`src/rtl/jiancheng_disp_if.sv`:
```
// Bundles the jiancheng_disp data, handshake and display signals.
// The master modport is the upstream/board side; the slave modport is the display stage.
interface jiancheng_disp_if;
  logic [6:0]  c_in;
  logic        load;
  logic        busy;
  logic        done;
  logic [11:0] bcd;
  logic [6:0]  seg;
  logic [2:0]  an;

  modport master (
    output c_in, load,
    input  busy, done, bcd, seg, an
  );

  modport slave (
    input  c_in, load,
    output busy, done, bcd, seg, an
  );
endinterface

```
`src/rtl/jiancheng_disp.sv`:
```
// Captures the 7-bit jiancheng result, converts it to BCD with a serial double-dabble engine,
// and scans the three digits onto a common-anode 7-segment display with leading-zero blanking.
module jiancheng_disp #(
  parameter int SCAN_DIV = 50000
) (
  input  logic          clk,
  input  logic          rst_n,
  jiancheng_disp_if.slave bus
);

  localparam int CW = $clog2(SCAN_DIV);

  typedef enum logic [1:0] {
    IDLE  = 2'd0,
    SHIFT = 2'd1,
    DONE  = 2'd2
  } state_t;

  state_t      state_q, state_d;
  logic [6:0]  bin_q, bin_d;
  logic [11:0] scratch_q, scratch_d;
  logic [2:0]  iter_q, iter_d;
  logic [11:0] bcd_q, bcd_d;
  logic        done_q, done_d;
  logic [CW-1:0] cnt_q, cnt_d;
  logic [1:0]  idx_q, idx_d;

  logic [11:0] adj;
  logic [3:0]  digit;
  logic        blank;
  logic [6:0]  seg;
  logic [2:0]  an;

  function automatic logic [6:0] seg_of(input logic [3:0] n);
    case (n)
      4'd0:    seg_of = 7'b1000000;
      4'd1:    seg_of = 7'b1111001;
      4'd2:    seg_of = 7'b0100100;
      4'd3:    seg_of = 7'b0110000;
      4'd4:    seg_of = 7'b0011001;
      4'd5:    seg_of = 7'b0010010;
      4'd6:    seg_of = 7'b0000010;
      4'd7:    seg_of = 7'b1111000;
      4'd8:    seg_of = 7'b0000000;
      4'd9:    seg_of = 7'b0010000;
      default: seg_of = 7'b1111111;
    endcase
  endfunction

  always_comb begin
    for (int k = 0; k < 3; k++) begin
      adj[4*k +: 4] = (scratch_q[4*k +: 4] >= 4'd5) ? scratch_q[4*k +: 4] + 4'd3
                                                     : scratch_q[4*k +: 4];
    end
  end

  // bcd only moves in DONE, so the display never sees a half-converted value.
  always_comb begin
    state_d   = state_q;
    bin_d     = bin_q;
    scratch_d = scratch_q;
    iter_d    = iter_q;
    bcd_d     = bcd_q;
    done_d    = 1'b0;
    case (state_q)
      IDLE: begin
        if (bus.load) begin
          bin_d     = bus.c_in;
          scratch_d = 12'h000;
          iter_d    = 3'd0;
          state_d   = SHIFT;
        end
      end
      SHIFT: begin
        scratch_d = {adj[10:0], bin_q[6]};
        bin_d     = {bin_q[5:0], 1'b0};
        iter_d    = iter_q + 3'd1;
        if (iter_q == 3'd6) begin
          state_d = DONE;
        end
      end
      DONE: begin
        bcd_d   = scratch_q;
        done_d  = 1'b1;
        state_d = IDLE;
      end
      default: state_d = IDLE;
    endcase
  end

  always_comb begin
    cnt_d = cnt_q + CW'(1);
    idx_d = idx_q;
    if (cnt_q == CW'(SCAN_DIV - 1)) begin
      cnt_d = '0;
      idx_d = (idx_q == 2'd2) ? 2'd0 : idx_q + 2'd1;
    end
  end

  always_comb begin
    digit = bcd_q[3:0];
    an    = 3'b110;
    blank = 1'b0;
    case (idx_q)
      2'd1: begin
        digit = bcd_q[7:4];
        an    = 3'b101;
        blank = (bcd_q[11:8] == 4'd0) && (bcd_q[7:4] == 4'd0);
      end
      2'd2: begin
        digit = bcd_q[11:8];
        an    = 3'b011;
        blank = (bcd_q[11:8] == 4'd0);
      end
      default: ;
    endcase
    seg = blank ? 7'b1111111 : seg_of(digit);
  end

  always_ff @(posedge clk or negedge rst_n) begin
    if (!rst_n) begin
      state_q   <= IDLE;
      bin_q     <= 7'd0;
      scratch_q <= 12'h000;
      iter_q    <= 3'd0;
      bcd_q     <= 12'h000;
      done_q    <= 1'b0;
      cnt_q     <= '0;
      idx_q     <= 2'd0;
    end else begin
      state_q   <= state_d;
      bin_q     <= bin_d;
      scratch_q <= scratch_d;
      iter_q    <= iter_d;
      bcd_q     <= bcd_d;
      done_q    <= done_d;
      cnt_q     <= cnt_d;
      idx_q     <= idx_d;
    end
  end

  assign bus.busy = (state_q != IDLE);
  assign bus.done = done_q;
  assign bus.bcd  = bcd_q;
  assign bus.seg  = seg;
  assign bus.an   = an;

endmodule

```
`src/flat_wrapper.sv`:
```
// flat-port wrapper written by rule: the top's interface ports become plain ports
module jiancheng_disp_flat 
#(
  parameter int SCAN_DIV = 50000
)
  (clk, rst_n, bus_c_in, bus_load, bus_busy, bus_done, bus_bcd, bus_seg, bus_an);
  jiancheng_disp_if bus_i ();
  input  logic clk;
  input  logic rst_n;
  input wire logic [$bits(bus_i.c_in)-1:0] bus_c_in;
  input wire logic [$bits(bus_i.load)-1:0] bus_load;
  output wire logic [$bits(bus_i.busy)-1:0] bus_busy;
  output wire logic [$bits(bus_i.done)-1:0] bus_done;
  output wire logic [$bits(bus_i.bcd)-1:0] bus_bcd;
  output wire logic [$bits(bus_i.seg)-1:0] bus_seg;
  output wire logic [$bits(bus_i.an)-1:0] bus_an;
  assign bus_i.c_in = bus_c_in;
  assign bus_i.load = bus_load;
  assign bus_busy = bus_i.busy;
  assign bus_done = bus_i.done;
  assign bus_bcd = bus_i.bcd;
  assign bus_seg = bus_i.seg;
  assign bus_an = bus_i.an;
  jiancheng_disp #(.SCAN_DIV(SCAN_DIV)) u_core (.clk(clk), .rst_n(rst_n), .bus(bus_i));
endmodule
```
`config.mk`:
```
export PLATFORM = sky130hd
export DESIGN_NAME = jiancheng_disp_flat
export DESIGN_NICKNAME = d
export VERILOG_FILES = /design/src/rtl/jiancheng_disp_if.sv /design/src/rtl/jiancheng_disp.sv /design/src/flat_wrapper.sv
export SDC_FILE = /design/constraint.sdc
export NUM_CORES = 1
export LEC_CHECK = 0
export ABC_AREA = 1
export ABC_CLOCK_PERIOD_IN_PS = 1900
export BUFFER_PORTS_ARGS = -buffer_cell sky130_fd_sc_hd__buf_2
export CORE_MARGIN = 8
export CORE_UTILIZATION = 30
export CTS_CLUSTER_SIZE = 20
export DETAILED_ROUTE_END_ITERATION = 10
export GPL_ROUTABILITY_DRIVEN = 0
export PLACE_DENSITY_LB_ADDON = 0.25
export SETUP_SLACK_MARGIN = 0.5
export SLEW_MARGIN = 20
export SYNTH_ARGS = -nofsm -noshare
export SYNTH_HDL_FRONTEND = slang
export SYNTH_SLANG_ARGS = --single-unit
```
`constraint.sdc`:
```
create_clock -name clk -period 1.9 [get_ports clk]
set_input_delay 0.095 -clock clk [delete_from_list [all_inputs] [get_ports clk]]
set_output_delay 0.095 -clock clk [all_outputs]
set_load 0.01 [all_outputs]
```
==> impl_metrics.json, run 1 <==
{
  "avgRoutedWirePerCell_microns": 12.7,
  "port-buffer-count": 33,
  "fmax_ghz": 0.470,
  "critPathKind": "reg -> out",
  "rows": 36,
  "cp_cell_sequence": "inv_2, ha_4, or2_4, nand2_4, inv_4, ha_4, nand2_2, nand2_2, nand2_2, nand2_2, buf_6",
  "worstHoldStart": "bus_c_in[4]",
  "p_leak_uw": 0.00191,
  "dr_total_vias": 2596,
  "clkLatencyLatePin_ns": 0.32,
  "cts_htree_levels": 2,
  "run_status": "finished, violations left",
  "cts_root_buf": "clkbuf_8",
  "drive_above_1_share_pct": 31.8,
  "overflow": 0,
  "failed_checks": "negative setup slack",
  "cp-end-kind": "primary output",
  "place_inst": 537,
  "syn_area_sq_um": 3000,
  "slew_headroom_pct": 66.1,
  "synth_common_cells": "nand2_1 (88), dfrtp_1 (55), inv_1 (49)",
  "n_fill_cell": 1024,
  "drc": 0,
  "slew_violations": 0,
  "min_to": "u_core.bin_q[4]",
  "fin_ws_ns": -0.228,
  "syn_avg_cell_area_sq_um": 7.97,
  "clk_path_buf_depth": 2,
  "core_area_sq_um": 9730,
  "hold_ws_ns": 0.0141,
  "power_density_nw_per_um2": 1280,
  "dp_hpwl_mm": 5.00,
  "async_flop_share_pct": 100,
  "arrival_ns": 2.03,
  "synth.most_common_cell": "nand2_1",
  "synth.area.top_cells": "dfrtp_1 (46%), nand2_1 (11%), o21ai_0 (7.8%), ha_1 (6.7%), inv_1 (6.1%)",
  "cts_tree": "done",
  "via_per_inst": 4.55,
  "synth_top_area_share_pct": 45.9,
  "drt_wl_total_mm": 7.25,
  "yosys_warnings": 0,
  "ys_ff_latch": 55,
  "finalHoldViolations": 0,
  "path_common_cell": "nand2_2",
  "nNetsFinal": 462,
  "worstPathRequired_ns": 1.80,
  "setup_viol": 7,
  "drt_iter0_markers": 111,
  "cts-buffers-inserted": 5,
  "synth_cells": 376,
  "die_h_microns": 116,
  "grt_max_degree": 36,
  "fin_util_pct": 39.9,
  "die_x_microns": 116,
  "rsz0062_at_grt": "yes",
  "dp_slack_ns": 0.0877,
  "reg2reg_setup_slack_ns": 0.55,
  "critPathMaxFanout": 7,
  "yosys.area.top_type": "dfrtp_1",
  "track_usage_pct": 10.8,
  "ant_nets": 0,
  "slowest_delay_ns": 0.41,
  "ff_latch_area_sq_um": 1380,
  "syn2layout_area_growth_pct": 29.6,
  "clock_sinks": 55,
  "grt_pass1_vias": 2443,
  "power_uw": 4980,
  "fin_crit_sh_pct": 112,
  "synthFlopType": "dfrtp_1",
  "min_period_ns": 2.13,
  "cts.clk_slew.worst_paths_ns": 0.12,
  "ios": 34,
  "maxCapViolCount": 0,
  "ys_seq_area_share_pct": 45.9,
  "ir_worst_vdd_v": 0.000641,
  "r2r_end": "u_core.scratch_q[2]",
  "worst_clock_skew_ns": 0.0158,
  "grt_pass1_wl_mm": 11.6,
  "reg2reg_depth": 7,
  "min_path_type": "in -> reg",
  "multi_input_area_sq_um": 1580,
  "antenna_found_initial": 0,
  "diodes": 0,
  "holdPathStages": 3,
  "syn-num-nets": 402,
  "initial_core_util_pct": 30.8,
  "critPathLaunchType": "register",
  "crit_path_top_delay_cell": "dfrtp_1",
  "ys_types": 32,
  "fin_cells": 570,
  "tightest_slew_ns": 0.508,
  "synth_edf_count": 0,
  "dieArea_sq_um": 13400,
  "worstReg2RegStart": "u_core.scratch_q[0]",
  "drt_pass1_iterations": 4
}
-- what timing repair did --
item | CTS | global route
setup endpoints to repair | 43 | 42
endpoints found under the hold margin | 22 | 0
gates cloned | 0 | 2
pin swaps | 8 | 15
setup buffers | 10 | 10
gates resized for setup | 15 | 50
hold buffers | 3 | 0
-- worst max-delay path by stage --
stage                          from         end  slack (ns)  cells past startpoint
floorplan           u_core.idx_q[1]  bus_seg[1]        0.15                      8
global placement    u_core.idx_q[1]  bus_seg[3]        0.11                     11
detailed placement  u_core.idx_q[1]  bus_seg[3]        0.09                     11
CTS                 u_core.idx_q[1]  bus_seg[3]       -0.20                     11
global route        u_core.idx_q[1]  bus_seg[3]       -0.35                     11
finish              u_core.idx_q[1]  bus_seg[3]       -0.23                     11
-- flip-flops by register name, indices dropped and copies added, names as in the netlist --
signal / cells
u_core.cnt_q: 16
u_core.bus.bcd: 12
u_core.scratch_q: 12
u_core.bin_q: 7
u_core.iter_q: 3
u_core.idx_q: 2
u_core.state_q: 2
u_core.bus.done: 1
-- cell type report --
class | instances | share of cell area (%)
timing repair inverter | 2 | 0.322
inverter | 55 | 5.80
clock buffer | 5 | 1.77
multi-input combinational | 258 | 40.6
timing repair buffer | 59 | 10.9
tap | 133 | 4.28
clock inverter | 3 | 0.870
sequential | 55 | 35.5
-- per-stage QoR --
stage	TNS, ns	area (sq um)
after floorplan	0	3050
after global placement	0	3370
after detailed placement	0	3370
after CTS	-1.25	3650
after global routing	-2.23	3880
final	-1.34	3880
-- layer usage --
metal	wire length, microns	part of all wire, %	global-route usage [%]	vias to the layer above
li1	-	-	-	1315
met1	3220	44	12.8	1252
met2	3810	53	19.1	25
met3	162	2.2	2.03	4
met4	57	0.79	3.37	0
met5	0	0	0	-
-- layout by cell type, fill, tap and decap left out, types with 5 or more instances in the layout --
cell type / instances
o21ai_0: 44
o21ai_1: 9
buf_6: 5
ha_4: 5
clkbuf_8: 5
nand2_4: 6
inv_2: 13
inv_1: 37
nor2_1: 25
dfrtp_1: 54
nand3_2: 7
nand2_2: 15
nor2_2: 5
ha_1: 9
buf_4: 20
buf_2: 29
a21oi_1: 9
nand3_1: 19
nand2_1: 72
xor2_1: 8
-- critical path: cells and delay by family, from the launching register on --
family / cells / cell delay (ns)
simple gates: 6 / 0.55
flops: 1 / 0.41
buf+inv: 3 / 0.25
fa+ha+maj: 2 / 0.49
-- logic make-up after synthesis --
family,synth area share [%]
simple gates,23.3
compound gates,12.9
buf+inv,8.56
flops,45.9
fa+ha+maj,6.68
xor+xnor,2.63
-- power by group --
part	leakage [uW]	switching (uW)	internal, uW
clock	0.0000515	434	279
sequential	0.000705	286	1520
combinational	0.00115	1410	1050
No activity file was read; power rests on OpenSTA's default activity.
==> run 2: changes to the inputs <==
ABC_CLOCK_PERIOD_IN_PS = 2029   (was 1900)
CORE_ASPECT_RATIO = 0.8   (was default)
clock period = 2.03 ns   (was 1.9 ns; I/O delays follow)
==> run 2 against run 1 <==
Against the previous run:
- the run still ends with negative setup slack left
- utilization decreased by 0.75 points
- die area is 0.14% higher
- register-to-register slack better by 0.08 ns
- global-route usage down 0.15 points
- count of clock-buffer cells in the layout did not move
- sequential cell count unchanged
- via count decreased by 2.3%
- cell area fell by 2.3%
- clock power increased by 23%
- highest routed layer unchanged
==> impl_metrics.json, run 2 (synthesis gave the netlist of run 1 again) <==
{
  "run_status": "finished, violations left",
  "failed_checks": "negative setup slack",
  "ant_nets": 0,
  "via_per_inst": 4.48,
  "clk_path_buf_depth": 2,
  "grt_use_met3_pct": 2.62,
  "cts_htree_levels": 2,
  "cts_tree": "done",
  "cts.clk_slew.worst_paths_ns": 0.08,
  "maxCapViolCount": 0,
  "clkLatencyLatePin_ns": 0.30,
  "dieArea_sq_um": 13500,
  "die_h_microns": 105,
  "reg2reg_setup_slack_ns": 0.63,
  "cp-startpoint": "u_core.idx_q[1]",
  "tightest_slew_ns": 0.629,
  "layout_commonest_cell": "nand2_1",
  "nNetsFinal": 455,
  "die_x_microns": 128,
  "cp_cell_sequence": "inv_2, ha_4, or2_4, nand2_4, inv_4, ha_4, nand2_1, nand2_1, nand2_1, nand2_2, buf_6",
  "multi_input_area_sq_um": 1510,
  "dp_hpwl_mm": 5.05,
  "critical_path.top_delay_family": "simple AND/OR/NAND/NOR gates",
  "drc": 0,
  "ff_latch_area_sq_um": 1380,
  "ios": 34,
  "clock_sinks": 55,
  "cp.depth": 11,
  "arrival_ns": 2.01,
  "track_usage_pct": 10.6,
  "critPathMaxFanout": 6,
  "top_register": "u_core.cnt_q",
  "grt-busiest-layer": "met2",
  "grt_pass1_wl_mm": 11.8,
  "n_fill_cell": 999,
  "antenna_found_initial": 0,
  "grt_pass1_vias": 2507,
  "final_cell_mix": "nand2_1 (80), dfrtp_1 (54), inv_1 (45)",
  "overflow": 0,
  "rows": 32,
  "fin_crit_sh_pct": 104,
  "crit_path_top_delay_cell": "dfrtp_1",
  "slew_violations": 0,
  "diodes": 0,
  "rsz0062_at_grt": "yes",
  "drt_pass1_iterations": 4,
  "drt_iter0_markers": 130,
  "cp-end-kind": "primary output",
  "path_buf_inv": 3,
  "slew_headroom_pct": 58.1,
  "dp_slack_ns": 0.200,
  "min_path_type": "in -> reg",
  "fmax_ghz": 0.474,
  "gr-usage-met2_pct": 17.0,
  "avgRoutedWirePerCell_microns": 12.7,
  "worst_clock_skew_ns": 0.0118,
  "initial_core_util_pct": 30.9,
  "dr_total_vias": 2537,
  "met1_usage_pct": 13.8,
  "worstReg2RegStart": "u_core.state_q[0]",
  "r2r_end": "u_core.bus.bcd[1]",
  "worstPathRequired_ns": 1.93,
  "port-buffer-count": 33,
  "finalHoldViolations": 0,
  "largest_reg_flops": 16,
  "power_density_nw_per_um2": 1280,
  "crit_path_end": "bus_seg[3]",
  "cts-buffers-inserted": 5,
  "p_leak_uw": 0.00184,
  "ir_worst_vdd_v": 0.000512,
  "reg2reg_depth": 4,
  "grt_max_degree": 28,
  "slowest_delay_ns": 0.40,
  "critPathKind": "reg -> out",
  "fin_ws_ns": -0.0782,
  "core_area_sq_um": 9690,
  "setup_viol": 6,
  "tns_ns": -0.242,
  "path_common_cell": "nand2_1",
  "drive_above_1_share_pct": 25.1,
  "syn2layout_area_growth_pct": 26.7,
  "critPathLaunchType": "register",
  "cts_root_buf": "clkbuf_16",
  "min_period_ns": 2.11,
  "drt_wl_total_mm": 7.18
}
run 2: report_power, final:
group,switching (uW),internal (uW),total (uW)
Clock,413,463,876
Sequential,283,1420,1700
Combinational,1290,981,2270
Total,1980,2870,4850
run 2: area by class of cell:
cell class	count	share of cell area (%)
clock inverters	3	0.593
inverters	55	5.87
flip-flops and latches	55	36.3
multi-input cells	258	39.8
repair inverters	2	0.330
repair buffers	52	9.36
clock buffers	5	3.30
well taps	136	4.48
run 2: what timing repair did:
action | CTS | global route
pin swaps | 6 | 6
gates cloned | 0 | 2
hold endpoints to repair | 24 | 0
setup buffers | 9 | 4
gates resized for setup | 17 | 21
hold buffers | 1 | 0
setup endpoints to repair | 7 | 49
run 2: worst min-delay path by stage:
stage               slack (ns)        start          endpoint  cells after the start
floorplan                -0.19        rst_n   u_core.bin_q[0]                      0
global placement          0.17        rst_n  u_core.cnt_q[11]                      1
detailed placement        0.16        rst_n  u_core.cnt_q[12]                      1
CTS                       0.03  bus_c_in[0]   u_core.bin_q[0]                      3
global route              0.04  bus_c_in[3]   u_core.bin_q[3]                      3
finish                    0.03  bus_c_in[3]   u_core.bin_q[3]                      3
run 2: worst min-delay path, delay by kind of cell:
kind,cells,cell delay (ns)
buffers and inverters,1,0.08
AOI/OAI and AO/OA,2,0.11
run 2: layer usage:
metal  routed length (microns)  share of wire (%)
met5                         0                  0
met4                        85                1.2
met3                       246                3.4
met2                      3330                 46
met1                      3520                 49
run 2: stage by stage:
step	cell area, sq um	hold WS [ns]	std cells	total power [uW]	utilization (%)
2_1_floorplan	3050	-0.194	376	3070	-
3_3_place_gp	3380	0.171	542	3660	34.9
3_5_place_dp	3380	0.164	542	3680	34.9
4_1_cts	3680	0.0301	560	4780	37.9
5_1_grt	3800	0.0432	566	5290	39.2
6_report	3800	0.0323	566	4850	39.2
==> run 3: changes to the inputs <==
ABC_AREA = default   (was 1)
CORE_UTILIZATION = 50   (was 30)
==> run 3 against run 2 <==
Against the previous run:
- combinational power shrank 16%
- utilization up 26 points
- worst hold slack improved by 0.044 ns
- the run still ends with negative setup slack left
- sequential cell count unchanged
- highest routed layer unchanged
- synthesized cell count is 24% lower
- count of clock-buffer cells in the layout stayed put
- die area fell by 36%
- global-route usage grew 5.1 points
- fmax down 7.0%
- register-to-register slack got worse by 0.20 ns
- clock skew hardly changed
- sequential power is essentially flat
==> impl_metrics.json, run 3 <==
{
  "run_status": "finished, violations left",
  "failed_checks": "negative setup slack",
  "synth_edf_count": 0,
  "fin_crit_sh_pct": 112,
  "worstPathRequired_ns": 1.93,
  "via_per_inst": 5.41,
  "holdPathStages": 3,
  "cts_root_buf": "clkbuf_8",
  "fin_cells": 439,
  "crit_path_end": "bus_seg[3]",
  "stdcell_area_sq_um": 3810,
  "drive_above_1_share_pct": 40.2,
  "initial_core_util_pct": 50.7,
  "cts-buffers-inserted": 5,
  "antenna_found_initial": 0,
  "clk_path_buf_depth": 2,
  "largest_reg_flops": 16,
  "tightest_slew_ns": 0.693,
  "async_flop_share_pct": 100,
  "yosys.area.top_type": "dfrtp_1",
  "grt_pass1_wl_mm": 11.1,
  "min_path_type": "in -> reg",
  "cts_htree_levels": 2,
  "clock_sinks": 55,
  "final_cell_mix": "dfrtp_1 (52), buf_2 (32), buf_4 (32)",
  "min_period_ns": 2.27,
  "power_uw": 4190,
  "synthFlopType": "dfrtp_1",
  "ys_types": 42,
  "cts_tree": "done",
  "dp_hpwl_mm": 4.27,
  "ios": 34,
  "fmax_ghz": 0.441,
  "critPathLaunchType": "register",
  "drt_wl_total_mm": 7.00,
  "crit_path_top_delay_cell": "or4b_4",
  "synth.area.top_cells": "dfrtp_1 (47%), ha_1 (6.8%), mux2_2 (5.0%), o21ai_0 (4.2%), xnor2_1 (3.3%)",
  "reg2reg_depth": 5,
  "synth_cells": 287,
  "grt_pass1_vias": 2306,
  "synth_top_area_share_pct": 46.6,
  "slew_violations": 0,
  "cp.depth": 8,
  "clkLatencyLatePin_ns": 0.31,
  "rows": 25,
  "ys_ff_latch": 55,
  "reg2reg_setup_slack_ns": 0.43,
  "worst_clock_skew_ns": 0.0117,
  "synth_common_cells": "dfrtp_1 (55), o21ai_0 (25), nand2_1 (19)",
  "syn-num-nets": 313,
  "port-buffer-count": 33,
  "drc": 0,
  "r2r_end": "u_core.cnt_q[4]",
  "syn2layout_area_growth_pct": 29.1,
  "critical_path.top_delay_family": "simple AND/OR/NAND/NOR gates",
  "top_register": "u_core.cnt_q",
  "fin_ws_ns": -0.238,
  "diodes": 0,
  "die_h_microns": 84.7,
  "drt_pass1_iterations": 6,
  "ir_worst_vdd_v": 0.000775,
  "p_leak_uw": 0.00175,
  "slowest_delay_ns": 0.55,
  "cp-startpoint": "u_core.idx_q[0]",
  "grt_max_degree": 56,
  "critPathMaxFanout": 5,
  "finalHoldViolations": 0,
  "place_inst": 398,
  "cts.clk_slew.worst_paths_ns": 0.10,
  "die_x_microns": 102,
  "hold_ws_ns": 0.0759,
  "cp-end-kind": "primary output",
  "dieArea_sq_um": 8630,
  "setup_viol": 7,
  "synth.most_common_cell": "dfrtp_1",
  "avgRoutedWirePerCell_microns": 16.0,
  "yosys_warnings": 0,
  "drt_iter0_markers": 70,
  "worstReg2RegStart": "u_core.cnt_q[5]",
  "layout_commonest_cell": "dfrtp_1",
  "syn_avg_cell_area_sq_um": 10.3,
  "power_density_nw_per_um2": 1100,
  "nNetsFinal": 383,
  "ys_seq_area_share_pct": 46.6,
  "dr_total_vias": 2375,
  "arrival_ns": 2.17,
  "ant_nets": 0,
  "placedInstanceArea_sq_um": 3290,
  "slew_headroom_pct": 53.8,
  "n_fill_cell": 466,
  "maxCapViolCount": 0,
  "path_buf_inv": 3,
  "syn_area_sq_um": 2950,
  "rsz0062_at_grt": "yes",
  "critPathKind": "reg -> out",
  "core_area_sq_um": 5820,
  "overflow": 0,
  "cp_cell_sequence": "inv_2, buf_6, ha_4, a22oi_2, a21oi_4, or4b_4, nand4_1, buf_2",
  "track_usage_pct": 15.8
}
run 3: cell types whose count changed after synthesis, sizes merged, moves of 12 or more:
| cell | change |
|---|---|
| nand2 | -75 |
| mux2 | +13 |
| nor2b | +12 |
| inv | -38 |
| o21ai | -27 |
| nor2 | -16 |
| nand3 | -16 |
run 3: stage by stage:
stage / util [%] / worst slack, ns / setup TNS, ns
2_1_floorplan: - / 0.262 / 0
3_3_place_gp: 56.6 / 0.112 / 0
3_5_place_dp: 56.6 / 0.0535 / 0
4_1_cts: 62.3 / -0.177 / -0.991
5_1_grt: 65.5 / -0.321 / -1.87
6_report: 65.5 / -0.238 / -1.23
run 3: cell families (layout without fill, tap and decap cells):
family	count (synthesis)	after routing	share of synthesized area, %
fa+ha+maj	16	16	6.78
xor+xnor	19	19	5.64
buf+inv	25	96	3.60
flops	55	55	46.6
compound gates	66	66	15.0
simple gates	90	90	16.4
mux	16	16	5.98
run 3: cell type report:
type / count / area, sq um / area share, %
Inverter: 16 / 60.1 / 1.58
Clock inverter: 3 / 18.8 / 0.492
Timing Repair Buffer: 72 / 489 / 12.8
Tap cell: 81 / 101 / 2.66
Sequential cell: 55 / 1380 / 36.2
Clock buffer: 5 / 68.8 / 1.81
Multi-Input combinational cell: 207 / 1690 / 44.4
run 3: worst min path at each step:
stage                start               end
5_1_grt        bus_c_in[5]   u_core.bin_q[5]
4_1_cts        bus_c_in[5]   u_core.bin_q[5]
3_3_place_gp         rst_n  u_core.cnt_q[12]
2_1_floorplan        rst_n   u_core.bin_q[0]
3_5_place_dp         rst_n  u_core.cnt_q[12]
6_report       bus_c_in[4]   u_core.bin_q[4]
run 3: per-layer routing:
layer | part of all wire (%) | routed length [microns] | track usage, %
met5 | 0 | 0 | 0
met4 | 1.2 | 87 | 3.19
met3 | 3.8 | 267 | 3.64
met2 | 49 | 3460 | 25.3
met1 | 46 | 3190 | 21.0
run 3: worst reg2reg max path: cells and delay by family (launching register included):
kind,cells,cell delay (ns)
buffers and inverters,2,0.24
DFF,1,0.45
and+or+nand+nor,3,0.81
run 3: report_power, final:
part	internal (uW)	leakage (uW)	switching, uW
Clock	244	0.0000483	358
Sequential	1370	0.000716	317
Combinational	956	0.000980	946
Total	2570	0.00175	1620
run 3: timing repair:
item                                   in CTS  in global routing
buffers inserted                           22                 10
resized for setup                          18                 31
endpoints found under the hold margin      55                  0
setup endpoints to repair                  33                 34
hold buffers                                1                  0
pin swaps                                  10                  9
